`src/rtl/id_ex_stage_if.sv`:
```
// ID/EX stage bus: decode-side instruction fields, hazard controls, forwarding
// sources, and the operands presented to the ALU.
interface id_ex_stage_if #(
  parameter int unsigned DATA_W = 32
);
  logic              id_valid;
  logic [DATA_W-1:0] id_rs_data;
  logic [DATA_W-1:0] id_rt_data;
  logic [DATA_W-1:0] id_imm;
  logic [4:0]        id_rs;
  logic [4:0]        id_rt;
  logic [4:0]        id_rd;
  logic              id_alusrc;
  logic [1:0]        id_alu_ctrl;
  logic              id_regwrite;
  logic              stall;
  logic              flush;
  logic              exmem_regwrite;
  logic [4:0]        exmem_rd;
  logic [DATA_W-1:0] exmem_result;
  logic              memwb_regwrite;
  logic [4:0]        memwb_rd;
  logic [DATA_W-1:0] memwb_result;
  logic              ALU_OverFlow;
  logic [DATA_W-1:0] ALU_DA;
  logic [DATA_W-1:0] ALU_DB;
  logic [1:0]        ALU_Ctrl;
  logic              ex_valid;
  logic [4:0]        ex_rd;
  logic [DATA_W-1:0] ex_store_data;
  logic              ex_wb_en;

  modport master (
    output id_valid, id_rs_data, id_rt_data, id_imm, id_rs, id_rt, id_rd,
           id_alusrc, id_alu_ctrl, id_regwrite, stall, flush,
           exmem_regwrite, exmem_rd, exmem_result,
           memwb_regwrite, memwb_rd, memwb_result, ALU_OverFlow,
    input  ALU_DA, ALU_DB, ALU_Ctrl, ex_valid, ex_rd, ex_store_data, ex_wb_en
  );

  modport slave (
    input  id_valid, id_rs_data, id_rt_data, id_imm, id_rs, id_rt, id_rd,
           id_alusrc, id_alu_ctrl, id_regwrite, stall, flush,
           exmem_regwrite, exmem_rd, exmem_result,
           memwb_regwrite, memwb_rd, memwb_result, ALU_OverFlow,
    output ALU_DA, ALU_DB, ALU_Ctrl, ex_valid, ex_rd, ex_store_data, ex_wb_en
  );
endinterface

```
`src/rtl/id_ex_stage.sv`:
```
// ID/EX pipeline register with stall/flush, EX/MEM and MEM/WB operand
// forwarding, and overflow-qualified register write enable.
module id_ex_stage #(
  parameter int unsigned DATA_W = 32
) (
  input logic          clk,
  input logic          rst,
  id_ex_stage_if.slave bus
);

  typedef enum logic [1:0] {
    ALU_ADD = 2'b00,
    ALU_OR  = 2'b01,
    ALU_SUB = 2'b10
  } alu_op_e;

  typedef struct packed {
    logic              valid;
    logic              regwrite;
    logic              alusrc;
    logic [1:0]        alu_ctrl;
    logic [4:0]        rs;
    logic [4:0]        rt;
    logic [4:0]        rd;
    logic [DATA_W-1:0] rs_data;
    logic [DATA_W-1:0] rt_data;
    logic [DATA_W-1:0] imm;
  } stage_t;

  stage_t            stage_q, stage_d;
  logic [DATA_W-1:0] rs_fwd, rt_fwd;
  logic              arith_op;

  // All-zero bubble doubles as the reset value: alu_ctrl 2'b00 is ADD.
  always_comb begin
    stage_d = stage_q;
    if (bus.flush) begin
      stage_d = '0;
    end else if (!bus.stall) begin
      stage_d.valid    = bus.id_valid;
      stage_d.regwrite = bus.id_regwrite;
      stage_d.alusrc   = bus.id_alusrc;
      stage_d.alu_ctrl = bus.id_alu_ctrl;
      stage_d.rs       = bus.id_rs;
      stage_d.rt       = bus.id_rt;
      stage_d.rd       = bus.id_rd;
      stage_d.rs_data  = bus.id_rs_data;
      stage_d.rt_data  = bus.id_rt_data;
      stage_d.imm      = bus.id_imm;
    end
  end

  always_ff @(posedge clk) begin
    if (rst) stage_q <= '0;
    else     stage_q <= stage_d;
  end

  // EX/MEM wins over MEM/WB; register 0 is never forwarded.
  function automatic logic [DATA_W-1:0] forward(
    input logic [4:0]        reg_num,
    input logic [DATA_W-1:0] stored,
    input logic              exmem_we,
    input logic [4:0]        exmem_dst,
    input logic [DATA_W-1:0] exmem_val,
    input logic              memwb_we,
    input logic [4:0]        memwb_dst,
    input logic [DATA_W-1:0] memwb_val
  );
    if (exmem_we && (exmem_dst != 5'd0) && (exmem_dst == reg_num))
      return exmem_val;
    else if (memwb_we && (memwb_dst != 5'd0) && (memwb_dst == reg_num))
      return memwb_val;
    else
      return stored;
  endfunction

  always_comb begin
    rs_fwd = forward(stage_q.rs, stage_q.rs_data,
                     bus.exmem_regwrite, bus.exmem_rd, bus.exmem_result,
                     bus.memwb_regwrite, bus.memwb_rd, bus.memwb_result);
    rt_fwd = forward(stage_q.rt, stage_q.rt_data,
                     bus.exmem_regwrite, bus.exmem_rd, bus.exmem_result,
                     bus.memwb_regwrite, bus.memwb_rd, bus.memwb_result);
    arith_op = (stage_q.alu_ctrl == ALU_ADD) || (stage_q.alu_ctrl == ALU_SUB);
  end

  assign bus.ALU_DA        = rs_fwd;
  assign bus.ALU_DB        = stage_q.alusrc ? stage_q.imm : rt_fwd;
  assign bus.ALU_Ctrl      = stage_q.alu_ctrl;
  assign bus.ex_store_data = rt_fwd;
  assign bus.ex_valid      = stage_q.valid;
  assign bus.ex_rd         = stage_q.rd;
  assign bus.ex_wb_en      = stage_q.valid & stage_q.regwrite &
                             ~(bus.ALU_OverFlow & arith_op);

endmodule

```
`src/flat_wrapper.sv`:
```
// flat-port wrapper written by rule: the top's interface ports become plain ports
module id_ex_stage_flat 
#(
  parameter int unsigned DATA_W = 32
)
  (clk, rst, bus_id_valid, bus_id_rs_data, bus_id_rt_data, bus_id_imm, bus_id_rs, bus_id_rt, bus_id_rd, bus_id_alusrc, bus_id_alu_ctrl, bus_id_regwrite, bus_stall, bus_flush, bus_exmem_regwrite, bus_exmem_rd, bus_exmem_result, bus_memwb_regwrite, bus_memwb_rd, bus_memwb_result, bus_ALU_OverFlow, bus_ALU_DA, bus_ALU_DB, bus_ALU_Ctrl, bus_ex_valid, bus_ex_rd, bus_ex_store_data, bus_ex_wb_en);
  id_ex_stage_if #(.DATA_W(DATA_W)) bus_i ();
  input logic clk;
  input logic rst;
  input wire logic [$bits(bus_i.id_valid)-1:0] bus_id_valid;
  input wire logic [$bits(bus_i.id_rs_data)-1:0] bus_id_rs_data;
  input wire logic [$bits(bus_i.id_rt_data)-1:0] bus_id_rt_data;
  input wire logic [$bits(bus_i.id_imm)-1:0] bus_id_imm;
  input wire logic [$bits(bus_i.id_rs)-1:0] bus_id_rs;
  input wire logic [$bits(bus_i.id_rt)-1:0] bus_id_rt;
  input wire logic [$bits(bus_i.id_rd)-1:0] bus_id_rd;
  input wire logic [$bits(bus_i.id_alusrc)-1:0] bus_id_alusrc;
  input wire logic [$bits(bus_i.id_alu_ctrl)-1:0] bus_id_alu_ctrl;
  input wire logic [$bits(bus_i.id_regwrite)-1:0] bus_id_regwrite;
  input wire logic [$bits(bus_i.stall)-1:0] bus_stall;
  input wire logic [$bits(bus_i.flush)-1:0] bus_flush;
  input wire logic [$bits(bus_i.exmem_regwrite)-1:0] bus_exmem_regwrite;
  input wire logic [$bits(bus_i.exmem_rd)-1:0] bus_exmem_rd;
  input wire logic [$bits(bus_i.exmem_result)-1:0] bus_exmem_result;
  input wire logic [$bits(bus_i.memwb_regwrite)-1:0] bus_memwb_regwrite;
  input wire logic [$bits(bus_i.memwb_rd)-1:0] bus_memwb_rd;
  input wire logic [$bits(bus_i.memwb_result)-1:0] bus_memwb_result;
  input wire logic [$bits(bus_i.ALU_OverFlow)-1:0] bus_ALU_OverFlow;
  output wire logic [$bits(bus_i.ALU_DA)-1:0] bus_ALU_DA;
  output wire logic [$bits(bus_i.ALU_DB)-1:0] bus_ALU_DB;
  output wire logic [$bits(bus_i.ALU_Ctrl)-1:0] bus_ALU_Ctrl;
  output wire logic [$bits(bus_i.ex_valid)-1:0] bus_ex_valid;
  output wire logic [$bits(bus_i.ex_rd)-1:0] bus_ex_rd;
  output wire logic [$bits(bus_i.ex_store_data)-1:0] bus_ex_store_data;
  output wire logic [$bits(bus_i.ex_wb_en)-1:0] bus_ex_wb_en;
  assign bus_i.id_valid = bus_id_valid;
  assign bus_i.id_rs_data = bus_id_rs_data;
  assign bus_i.id_rt_data = bus_id_rt_data;
  assign bus_i.id_imm = bus_id_imm;
  assign bus_i.id_rs = bus_id_rs;
  assign bus_i.id_rt = bus_id_rt;
  assign bus_i.id_rd = bus_id_rd;
  assign bus_i.id_alusrc = bus_id_alusrc;
  assign bus_i.id_alu_ctrl = bus_id_alu_ctrl;
  assign bus_i.id_regwrite = bus_id_regwrite;
  assign bus_i.stall = bus_stall;
  assign bus_i.flush = bus_flush;
  assign bus_i.exmem_regwrite = bus_exmem_regwrite;
  assign bus_i.exmem_rd = bus_exmem_rd;
  assign bus_i.exmem_result = bus_exmem_result;
  assign bus_i.memwb_regwrite = bus_memwb_regwrite;
  assign bus_i.memwb_rd = bus_memwb_rd;
  assign bus_i.memwb_result = bus_memwb_result;
  assign bus_i.ALU_OverFlow = bus_ALU_OverFlow;
  assign bus_ALU_DA = bus_i.ALU_DA;
  assign bus_ALU_DB = bus_i.ALU_DB;
  assign bus_ALU_Ctrl = bus_i.ALU_Ctrl;
  assign bus_ex_valid = bus_i.ex_valid;
  assign bus_ex_rd = bus_i.ex_rd;
  assign bus_ex_store_data = bus_i.ex_store_data;
  assign bus_ex_wb_en = bus_i.ex_wb_en;
  id_ex_stage #(.DATA_W(DATA_W)) u_core (.clk(clk), .rst(rst), .bus(bus_i));
endmodule
```
`config.mk`:
```
export PLATFORM = sky130hd
export DESIGN_NAME = id_ex_stage_flat
export DESIGN_NICKNAME = d
export VERILOG_FILES = /design/src/rtl/id_ex_stage_if.sv /design/src/rtl/id_ex_stage.sv /design/src/flat_wrapper.sv
export SDC_FILE = /design/constraint.sdc
export NUM_CORES = 1
export LEC_CHECK = 0
export BUFFER_PORTS_ARGS = -buffer_cell sky130_fd_sc_hd__buf_2
export CAP_MARGIN = 20
export CORE_UTILIZATION = 50
export CTS_CLUSTER_DIAMETER = 200
export DETAILED_ROUTE_END_ITERATION = 10
export GPL_ROUTABILITY_DRIVEN = 0
export PLACE_DENSITY = 0.82
export SETUP_SLACK_MARGIN = 0.3
export SYNTH_ARGS = -nofsm -noshare
export SYNTH_HDL_FRONTEND = slang
export SYNTH_SLANG_ARGS = --single-unit
```
`constraint.sdc`:
```
create_clock -name clk -period 2.25 [get_ports clk]
set_input_delay 0.3375 -clock clk [delete_from_list [all_inputs] [get_ports clk]]
set_output_delay 0.3375 -clock clk [all_outputs]
set_load 0.1 [all_outputs]
```
==> flow_metrics.py, run 1 <==
metrics = {
    "die": {
        "die_h_um": 126,
        "pin_count": 302,
        "rows": 44,
        "start_util": 0.519,
        "die_w_um": 126,
    },
    "logic_synthesis": {
        "postSynthCellCount": 894,
        "yosysSeqAreaShare": 0.304,
        "yosys_most_used_dff": "dfxtp_1",
        "synth_top_area_share": 0.304,
        "synth_fp_nets": 1091,
        "ys_warn_count": 0,
        "synth.avg_cell_area_um2": 8.54,
        "synth_commonest_cells": "nor2_1, dfxtp_1, mux2i_1",
        "yosys.area.top_type": "dfxtp_1",
        "syn_area_mm2": 0.00764,
        "synthTopCellsByArea": "dfxtp_1, mux2i_1, a31oi_1",
        "synth_edf_count": 0,
        "post-synth-top-count-cell": "nor2_1",
        "ys_types": 43,
        "async_flop_share": 0,
        "postSynthRegisterBits": 116,
    },
    "cts": {
        "cts_buffers": 17,
        "ctsResizeCount": 205,
        "hold_buffers": 0,
        "clock_sinks": 116,
        "htree_levels": 4,
        "cts_root_buf": "clkbuf_16",
        "cts_setup_buffers": 34,
        "clk_path_buf_depth": 2,
    },
    "placement": {
        "preCtsSetupSlack_ns": -0.499,
        "hpwl_mm": 25.7,
        "port_buffers": 301,
        "dp_cells": 1366,
        "post_dp_cell_area_mm2": 0.0126,
    },
    "outcome": {
        "outcome": "stopped before the end",
        "lastStage": "4_1_cts",
        "error": "[ERROR DPL-0033] detailed placement checks failed during check placement.",
    },
}
[kinds of logic after synthesis]
kind of cell           synth area share
AND/OR/NAND/NOR                   0.223
AO/OA/AOI/OAI                     0.189
multiplexers                      0.152
flip-flops                        0.304
buffers and inverters             0.108
XOR/XNOR                         0.0229
[through the flow]
stage	hold slack, ns	util
after global placement	0.467	0.855
after detailed placement	0.475	0.855
after floorplan	0.456	-
==> inputs of run 2 (changes only) <==
--- a/config.mk
+++ b/config.mk
@@ -7,12 +7,10 @@
 export LEC_CHECK = 0
 export BUFFER_PORTS_ARGS = -buffer_cell sky130_fd_sc_hd__buf_2
 export CAP_MARGIN = 20
-export CORE_UTILIZATION = 50
-export CTS_CLUSTER_DIAMETER = 200
+export CORE_UTILIZATION = 40
 export DETAILED_ROUTE_END_ITERATION = 10
 export GPL_ROUTABILITY_DRIVEN = 0
-export PLACE_DENSITY = 0.82
-export SETUP_SLACK_MARGIN = 0.3
+export PLACE_DENSITY_LB_ADDON = 0.15
 export SYNTH_ARGS = -nofsm -noshare
 export SYNTH_HDL_FRONTEND = slang
 export SYNTH_SLANG_ARGS = --single-unit
==> run 2 against run 1 <==
The flow now finishes, with violations (setup timing). Area after synthesis stayed put. Synthesized cell count stayed put.
==> flow_metrics.py, run 2 <==
metrics = {
    "logic_synthesis": {
        "yosysSeqAreaShare": 0.304,
        "postSynthCellCount": 894,
        "ys_warn_count": 0,
        "post-synth-top-count-cell": "nor2_1",
        "synth_top_area_share": 0.304,
        "synth.avg_cell_area_um2": 8.54,
        "synth_commonest_cells": "nor2_1, dfxtp_1, mux2i_1",
        "postSynthRegisterBits": 116,
        "yosys_most_used_dff": "dfxtp_1",
        "ys_types": 43,
        "yosys.area.top_type": "dfxtp_1",
        "synth_edf_count": 0,
        "async_flop_share": 0,
        "synthTopCellsByArea": "dfxtp_1, mux2i_1, a31oi_1",
        "synth_fp_nets": 1091,
        "syn_area_mm2": 0.00764,
    },
    "cells_and_area": {
        "layout_commonest_cell": "buf_2",
        "final_cell_mix": "buf_2, nor2_1, buf_12",
        "largest_reg_flops": 108,
        "nFillCells": 1111,
        "fin_nets": 1412,
        "largest_register": "u_core.stage_q",
        "stdcell_area_mm2": 0.0146,
        "syn2layout_area_growth_pct": 91.2,
        "layout-drive-gt1-share": 0.569,
    },
    "global_routing": {
        "grt_max_degree": 50,
        "track_usage": 0.356,
        "gr-usage-met1": 0.447,
        "grt_pass1_vias": 9186,
        "met2_usage": 0.599,
        "use_met3": 0.0643,
        "grt-ovfl-total": 0,
        "top_usage_layer": "met2",
        "grt_antenna_before_repair": 4,
        "grt_first_pass_wirelength_mm": 53.4,
    },
    "pwr": {
        "leakagePower_uw": 0.00577,
        "power.density_mw_per_mm2": 548,
        "peakVddDrop_uv": 526,
    },
    "setup_path": {
        "reg2reg_depth": 3,
        "rrSetupSlack_ns": 1.31,
        "rr_startpoint": "u_core.stage_q[113]",
        "arrival_ns": 2.32,
        "cp_max_fo": 22,
        "cpMostUsedCell": "buf_12",
        "path_class": "flip-flop to output port",
        "crit_chain": "xnor2_1 > and4_2 > buf_12 > nand3_1 > a31oi_4 > buf_12",
        "worstPathRequired_ns": 1.91,
        "slowest_delay_ns": 0.35,
        "crit_path_start_kind": "flip-flop",
        "endpoint_kind": "output port",
        "crit_slowest_cell": "dfxtp_2",
        "rr_endpoint": "u_core.stage_q[113]",
    },
    "die": {
        "rows": 50,
        "core_mm2": 0.0187,
        "pin_count": 302,
        "die_w_um": 140,
        "dieArea_mm2": 0.0196,
        "start_util": 0.408,
        "die_h_um": 140,
    },
    "worst_hold_path": {
        "min_to": "u_core.stage_q[101]",
        "hp-start": "bus_id_rt[0]",
        "hold_class": "input pin to flip-flop",
        "hold_depth": 3,
    },
    "cts": {
        "cts_buffers": 17,
        "path_clk_slew_ns": 0.06,
        "insertion_delay_ns": 0.43,
        "cts_tree": "done",
        "cts_root_buf": "clkbuf_16",
        "htree_levels": 4,
        "clock_sinks": 116,
        "clk_path_buf_depth": 2,
    },
    "route": {
        "via_per_inst": 6.21,
        "vias": 9111,
        "drtIter0Drc": 853,
        "drt_pass1_iterations": 5,
        "drc_errors": 0,
        "ant_nets": 0,
        "finalWirelength_mm": 35.8,
        "wl_per_cell_um": 24.4,
    },
    "sta": {
        "rsz0062_at_grt": "true",
        "worstMarginPinSlew_ns": 0.654,
        "final-max-slew-violation-count": 0,
        "relSlewSlack": 0.560,
        "setup_viol": 96,
        "max_freq_ghz": 0.376,
        "skew_ns": 0,
        "fin_hold_ws_ns": 0.136,
        "period_minus_slack_ns": 2.66,
        "postLayoutSetupSlackWorst_ns": -0.412,
        "post-route-period-util": 1.18,
        "final-hold-violation-count": 0,
    },
    "outcome": {
        "outcome": "finished with violations",
        "violations": "setup timing",
    },
    "run": {
        "cap_violations": 0,
    },
    "placement": {
        "hpwl_mm": 23.7,
        "port_buffers": 301,
        "post_dp_cell_area_mm2": 0.0127,
        "preCtsSetupSlack_ns": -0.380,
    },
}
[run 2: cell counts after synthesis]
No cell type changed its count.
[run 2: area by class of cell]
type	instances	area, um^2	area share
sequential	116	2350	0.161
timing repair buffer	417	4460	0.306
clock buffer	18	439	0.0301
inverter	1	3.75	0.000257
antenna	5	12.5	0.000857
tap	234	293	0.0201
multi-input combinational	662	6890	0.472
clock inverter	14	153	0.0105
[run 2: how the worst max path moves through the flow]
stage	from	to	slack, ns	depth (start not counted)
CTS	u_core.stage_q[101]	bus_ALU_DB[10]	-0.30	6
floorplan	bus_memwb_rd[4]	bus_ex_store_data[21]	-0.31	5
global route	u_core.stage_q[107]	bus_ALU_DA[16]	-0.42	6
finish	u_core.stage_q[107]	bus_ALU_DA[16]	-0.41	6
detailed placement	bus_memwb_rd[4]	bus_ALU_DA[9]	-0.38	7
global placement	bus_memwb_rd[4]	bus_ALU_DA[1]	-0.36	7
[run 2: critical path, delay by kind of cell, from the launching register on]
family                 cells  cell delay [ns]
AND/OR/NAND/NOR            2             0.55
XOR/XNOR                   1             0.26
flip-flops                 1             0.35
AO/OA/AOI/OAI              1             0.30
buffers and inverters      2             0.42
[run 2: cells by family after synthesis]
| kind of cell | share of synthesized area |
|---|---|
| AOI/OAI and AO/OA | 0.189 |
| xor gates and xnor gates | 0.0229 |
| buffers and inverters | 0.108 |
| DFF | 0.304 |
| muxes | 0.152 |
| and+or+nand+nor | 0.223 |
[run 2: through the flow]
step,TNS (ns),power (uW),util,cells
2_1_floorplan,-21.06,3990,-,894
3_3_place_gp,-25.63,4920,0.677,1410
3_5_place_dp,-27.18,4940,0.677,1410
4_1_cts,-24.28,7930,0.767,1458
5_1_grt,-29.70,8200,0.780,1465
6_report,-25.82,8000,0.781,1467
[run 2: where the power goes]
group	switching [uW]	internal, uW	total, uW
Sequential	56.2	2120	2180
Combinational	1880	1160	3040
Clock	1110	1670	2780
Total	3040	4950	8000
[run 2: per-layer routing]
metal	vias to the layer above	wire, um
li1	4042	-
met1	4372	14400
met2	597	17300
met3	100	3000
met4	0	1050
met5	-	0
[run 2: what timing repair did]
item                       4_1_cts  5_1_grt
hold endpoints to repair         0        0
resized for setup              226       36
hold buffers                     0        0
pin swaps                      100       50
setup buffers                   11        1
cloned                           5        3
setup endpoints to repair       96       96
Note: power is estimated with default switching activity, not from simulation.
==> inputs of run 3 (changes only) <==
==> constraint.sdc (replaced) <==
create_clock -name clk -period 3.1 [get_ports clk]
set_input_delay 0.465 -clock clk [delete_from_list [all_inputs] [get_ports clk]]
set_output_delay 0.465 -clock clk [all_outputs]
set_load 0.1 [all_outputs]
==> run 3 against run 2 <==
The flow now finishes without violations. Sequential power fell by 28%. Critical path type unchanged. Sequential cell count is the same. Worst hold slack gained 0.14 ns. Critical path depth did not move. Via count decreased by 9.2%. Final area is 20% lower. First-iteration DRC count shrank 15%. Final cell count shrank 5.1%. Die area is the same. Sequential share of layout area increased by 3.8 points.
==> flow_metrics.py, run 3 (synthesis gave the netlist of run 2 again) <==
metrics = {
    "setup_path": {
        "timing.critical_path.from": "u_core.stage_q[107]",
        "path_class": "flip-flop to output port",
        "crit_chain": "xnor2_1 > nand4_1 > buf_12 > o21ai_0 > a31oi_2 > buf_12",
        "cp.depth": 6,
        "endpoint_kind": "output port",
        "critPathTopFamily": "buffers and inverters",
        "cpMostUsedCell": "buf_12",
        "crit_slowest_cell": "nand4_1",
        "cp-endpoint": "bus_ALU_DA[26]",
        "rrSetupSlack_ns": 1.97,
        "reg2reg_depth": 2,
        "crit_path_start_kind": "flip-flop",
        "worstPathRequired_ns": 2.63,
        "worstPathBufferInverterCount": 2,
        "slowest_delay_ns": 0.50,
        "rr_startpoint": "u_core.stage_q[113]",
        "arrival_ns": 2.48,
        "cp_max_fo": 21,
        "rr_endpoint": "u_core.stage_q[113]",
    },
    "worst_hold_path": {
        "hold_class": "input pin to flip-flop",
    },
    "sta": {
        "max_freq_ghz": 0.340,
        "fin_hold_ws_ns": 0.276,
        "setup_viol": 0,
        "period_minus_slack_ns": 2.94,
        "worstMarginPinSlew_ns": 0.733,
        "rsz0062_at_grt": "false",
        "final-hold-violation-count": 0,
        "post-route-period-util": 0.949,
        "final-max-slew-violation-count": 0,
        "skew_ns": 0,
        "relSlewSlack": 0.511,
    },
    "route": {
        "ant_nets": 0,
        "vias": 8271,
        "finalWirelength_mm": 30.7,
        "drtIter0Drc": 724,
        "drc_errors": 0,
        "via_per_inst": 5.94,
        "wl_per_cell_um": 22.0,
        "drt_pass1_iterations": 5,
    },
    "cts": {
        "path_clk_slew_ns": 0.06,
        "cts_root_buf": "clkbuf_16",
        "clk_path_buf_depth": 2,
        "hold_buffers": 0,
        "htree_levels": 4,
        "clock_sinks": 116,
        "cts_tree": "done",
        "insertion_delay_ns": 0.41,
        "cts_buffers": 17,
    },
    "pwr": {
        "p_int_uw": 3650,
        "power_frac_comb": 0.321,
        "power.density_mw_per_mm2": 476,
        "p_total_uw": 5570,
        "clkPwrFrac": 0.396,
        "switching_share": 0.345,
        "switchingPower_uw": 1920,
        "leakagePower_uw": 0.00500,
        "p_seq_frac": 0.283,
        "peakVddDrop_uv": 377,
    },
    "outcome": {
        "outcome": "finished, final reports clean",
    },
    "die": {
        "rows": 50,
        "start_util": 0.408,
        "core_mm2": 0.0187,
        "pin_count": 302,
        "die_w_um": 140,
        "die_h_um": 140,
        "dieArea_mm2": 0.0196,
    },
    "run": {
        "cap_violations": 0,
    },
    "global_routing": {
        "grt_antenna_before_repair": 7,
        "track_usage": 0.313,
        "grt_first_pass_wirelength_mm": 47.1,
        "grt_max_degree": 57,
        "grt_pass1_vias": 8189,
        "grt-ovfl-total": 0,
    },
    "placement": {
        "port_buffers": 301,
        "post_dp_cell_area_mm2": 0.0110,
        "hpwl_mm": 22.0,
    },
    "cells_and_area": {
        "nFillCells": 1592,
        "layout_commonest_cell": "buf_2",
        "largest_register": "u_core.stage_q",
        "layout-drive-gt1-share": 0.440,
        "syn2layout_area_growth_pct": 53.2,
        "fin_nets": 1338,
        "final_cell_mix": "buf_2, nor2_1, mux2i_1",
        "stdcell_area_mm2": 0.0117,
        "largest_reg_flops": 108,
    },
}
## run 3: cell count changes in the layout (fill, tap and decap cells not counted), sizes merged
cell	previous run	this run
buf	414	343
bufinv	2	5
clkbuf	21	22
clkinv	4	1
clkinvlp	4	2
diode	5	6
inv	5	1
## run 3: what timing repair did
action / in CTS / in global routing
buffers inserted: 0 / 0
endpoints found under the setup margin: 0 / 10
resized for setup: 0 / 4
## run 3: worst reg2reg max path, delay by kind of cell (launching register included)
family	cells	cell delay [ns]
simple gates	1	0.12
mux	1	0.16
flops	1	0.77
## run 3: final cells by class
type / count / area (um^2) / share of cell area
Antenna cell: 6 / 15.0 / 0.00128
Clock buffer: 22 / 474 / 0.0405
Clock inverter: 8 / 174 / 0.0149
Inverter: 1 / 3.75 / 0.000321
Multi-Input combinational cell: 662 / 5020 / 0.429
Sequential cell: 116 / 2320 / 0.199
Tap cell: 234 / 293 / 0.0250
Timing Repair Buffer: 343 / 3390 / 0.290
## run 3: worst min-delay path by stage
stage	startpoint	end	slack [ns]	cells after the start
2_1_floorplan	u_core.stage_q[10]	u_core.stage_q[10]	0.46	2
3_3_place_gp	u_core.stage_q[81]	u_core.stage_q[81]	0.47	2
3_5_place_dp	u_core.stage_q[12]	u_core.stage_q[12]	0.48	2
4_1_cts	bus_id_rs_data[9]	u_core.stage_q[73]	0.26	3
5_1_grt	bus_id_rs_data[0]	u_core.stage_q[64]	0.27	3
6_report	bus_id_imm[12]	u_core.stage_q[12]	0.28	3
## run 3: power groups by stage
stage	clock network, uW	logic, uW	registers [uW]
6_report	2210	1790	1570
5_1_grt	2300	1850	1580
4_1_cts	2230	1780	1570
3_5_place_dp	0	1770	1600
3_3_place_gp	0	1760	1600
2_1_floorplan	0	1140	1600
## run 3: stage by stage
step	instances	setup WS, ns	utilization	setup TNS (ns)
6_report	1392	0.158	0.625	0
5_1_grt	1390	0.0532	0.625	0
4_1_cts	1386	0.0537	0.624	0
3_5_place_dp	1356	0.187	0.589	0
3_3_place_gp	1356	0.214	0.589	0
2_1_floorplan	894	-0.564	-	-11.28
## run 3: per-layer routing
layer | GRT usage | vias up | share of wire
li1 | - | 3873 | -
met1 | 0.395 | 3891 | 0.43
met2 | 0.504 | 433 | 0.46
met3 | 0.0844 | 72 | 0.083
met4 | 0.128 | 2 | 0.028
met5 | 0 | - | 0.00049
==> inputs of run 4 (changes only) <==
--- a/config.mk
+++ b/config.mk
@@ -11,6 +11,7 @@
 export DETAILED_ROUTE_END_ITERATION = 10
 export GPL_ROUTABILITY_DRIVEN = 0
 export PLACE_DENSITY_LB_ADDON = 0.15
+export SKIP_LAST_GASP = 1
 export SYNTH_ARGS = -nofsm -noshare
 export SYNTH_HDL_FRONTEND = slang
 export SYNTH_SLANG_ARGS = --single-unit
==> constraint.sdc (replaced) <==
create_clock -name clk -period 3.1 [get_ports clk]
set_input_delay 0.155 -clock clk [delete_from_list [all_inputs] [get_ports clk]]
set_output_delay 0.155 -clock clk [all_outputs]
set_load 0.005 [all_outputs]
==> run 4 against run 3 <==
Sequential cell count is the same. Via count increased by 5.1%. Wire length up 1.7%. Setup slack worse by 0.041 ns. Final area down 8.6%. Global-route usage down 0.15 points. Non-clock buffer count grew 101. Critical endpoint is now bus_ex_store_data[31].
==> flow_metrics.py, run 4 (synthesis gave the netlist of run 2 again) <==
metrics = {
    "sta": {
        "max_freq_ghz": 0.335,
        "worstMarginPinSlew_ns": 0.845,
        "final-hold-violation-count": 0,
        "setup_viol": 0,
        "final.setup.tns_ns": 0,
        "final-max-slew-violation-count": 0,
        "rsz0062_at_grt": "false",
        "post-route-period-util": 0.962,
        "period_minus_slack_ns": 2.98,
        "skew_ns": 0,
        "relSlewSlack": 0.436,
    },
    "pwr": {
        "switchingPower_uw": 1330,
        "clkPwrFrac": 0.446,
        "p_total_uw": 4610,
        "power.density_mw_per_mm2": 431,
        "peakVddDrop_uv": 386,
        "leakagePower_uw": 0.00503,
        "switching_share": 0.288,
        "power_frac_comb": 0.213,
        "p_seq_frac": 0.342,
        "p_int_uw": 3280,
    },
    "die": {
        "dieArea_mm2": 0.0196,
        "die_w_um": 140,
        "rows": 50,
        "start_util": 0.408,
        "core_mm2": 0.0187,
        "die_h_um": 140,
        "pin_count": 302,
    },
    "global_routing": {
        "track_usage": 0.311,
        "grt_max_degree": 62,
        "grt_first_pass_wirelength_mm": 47.0,
        "grt_pass1_vias": 8411,
        "grt_antenna_before_repair": 3,
        "grt-ovfl-total": 0,
    },
    "route": {
        "drc_errors": 0,
        "vias": 8695,
        "wl_per_cell_um": 20.9,
        "ant_nets": 0,
        "drt_pass1_iterations": 5,
        "finalWirelength_mm": 31.2,
        "via_per_inst": 5.82,
        "drtIter0Drc": 817,
    },
    "cts": {
        "insertion_delay_ns": 0.42,
        "path_clk_slew_ns": 0.06,
        "clk_path_buf_depth": 2,
        "htree_levels": 4,
        "cts_buffers": 17,
        "cts_tree": "done",
        "cts_setup_buffers": 0,
        "cts_root_buf": "clkbuf_16",
        "clock_sinks": 116,
    },
    "setup_path": {
        "path_class": "flip-flop to output port",
        "cp_max_fo": 17,
        "crit_path_start_kind": "flip-flop",
        "endpoint_kind": "output port",
        "worstPathRequired_ns": 2.94,
        "arrival_ns": 2.83,
    },
    "worst_hold_path": {
        "hold_class": "input pin to flip-flop",
    },
    "cells_and_area": {
        "layout-drive-gt1-share": 0.332,
        "seqCellArea_mm2": 0.00232,
        "final_cell_mix": "buf_2, nor2_1, mux2i_1",
        "largest_register": "u_core.stage_q",
        "largest_reg_flops": 108,
        "nFillCells": 1722,
        "syn2layout_area_growth_pct": 40.1,
        "multi_input_area_mm2": 0.00453,
        "fin_nets": 1439,
        "layout_commonest_cell": "buf_2",
    },
    "run": {
        "cap_violations": 0,
    },
    "placement": {
        "hpwl_mm": 20.9,
        "port_buffers": 301,
    },
    "outcome": {
        "outcome": "finished, final reports clean",
    },
}
==> run 4: per-stage QoR <==
stage | worst slack (ns) | hold slack (ns) | std cells | util | area [um^2]
after floorplan | 1.45 | 0.299 | 894 | - | 7640
after global routing | 0.127 | 0.0325 | 1492 | 0.572 | 10700
after detailed placement | 0.644 | 0.391 | 1344 | 0.478 | 8950
final | 0.117 | 0.0302 | 1493 | 0.572 | 10700
after global placement | 0.633 | 0.383 | 1344 | 0.478 | 8950
after CTS | 0.267 | 0.00222 | 1489 | 0.571 | 10700
==> run 4: critical path, stage by stage (launching register included) <==
cell and delay [ns]:
dfxtp_1 0.34, xnor2_1 0.24, nand2_1 0.51, buf_4 0.43, nor4_1 0.63, a31oi_1 0.08
buf_2 0.17
==> run 4: final timing paths <==
check | end | depth (start not counted) | from | slack [ns]
setup reg to reg | u_core.stage_q[113] | 2 | u_core.stage_q[113] | 1.90
hold reg to reg | u_core.stage_q[19] | 2 | u_core.stage_q[19] | 0.48
hold / removal | u_core.stage_q[92] | 3 | bus_id_rs_data[28] | 0.03
setup / recovery | bus_ex_store_data[31] | 6 | u_core.stage_q[103] | 0.12
==> run 4: layer usage <==
metal | routed length (um) | track usage | part of all wire | up-vias
met1 | 13700 | 0.407 | 0.44 | 4068
met4 | 886 | 0.143 | 0.028 | 0
met2 | 14200 | 0.497 | 0.45 | 486
met5 | 0 | 0 | 0 | -
li1 | - | - | - | 4071
met3 | 2360 | 0.0585 | 0.076 | 70
==> run 4: what timing repair did <==
item | CTS | global route
hold endpoints to repair | 113 | 0
gates resized for setup | 0 | 0
hold buffers | 113 | 0
==> run 4: final cells by class <==
| type | instances | share of cell area |
|---|---|---|
| Multi-Input combinational cell | 662 | 0.423 |
| Tap cell | 234 | 0.0274 |
| Inverter | 1 | 0.000351 |
| Clock inverter | 12 | 0.0145 |
| Clock buffer | 20 | 0.0427 |
| Antenna cell | 4 | 0.000936 |
| Sequential cell | 116 | 0.217 |
| Timing Repair Buffer | 444 | 0.274 |
==> run 4: power groups by stage <==
stage          Combinational [uW]  Clock [uW]  Sequential [uW]
2_1_floorplan                 521           0             1590
3_3_place_gp                  842           0             1600
3_5_place_dp                  844           0             1610
4_1_cts                       962        2080             1570
5_1_grt                      1040        2160             1580
6_report                      980        2060             1570
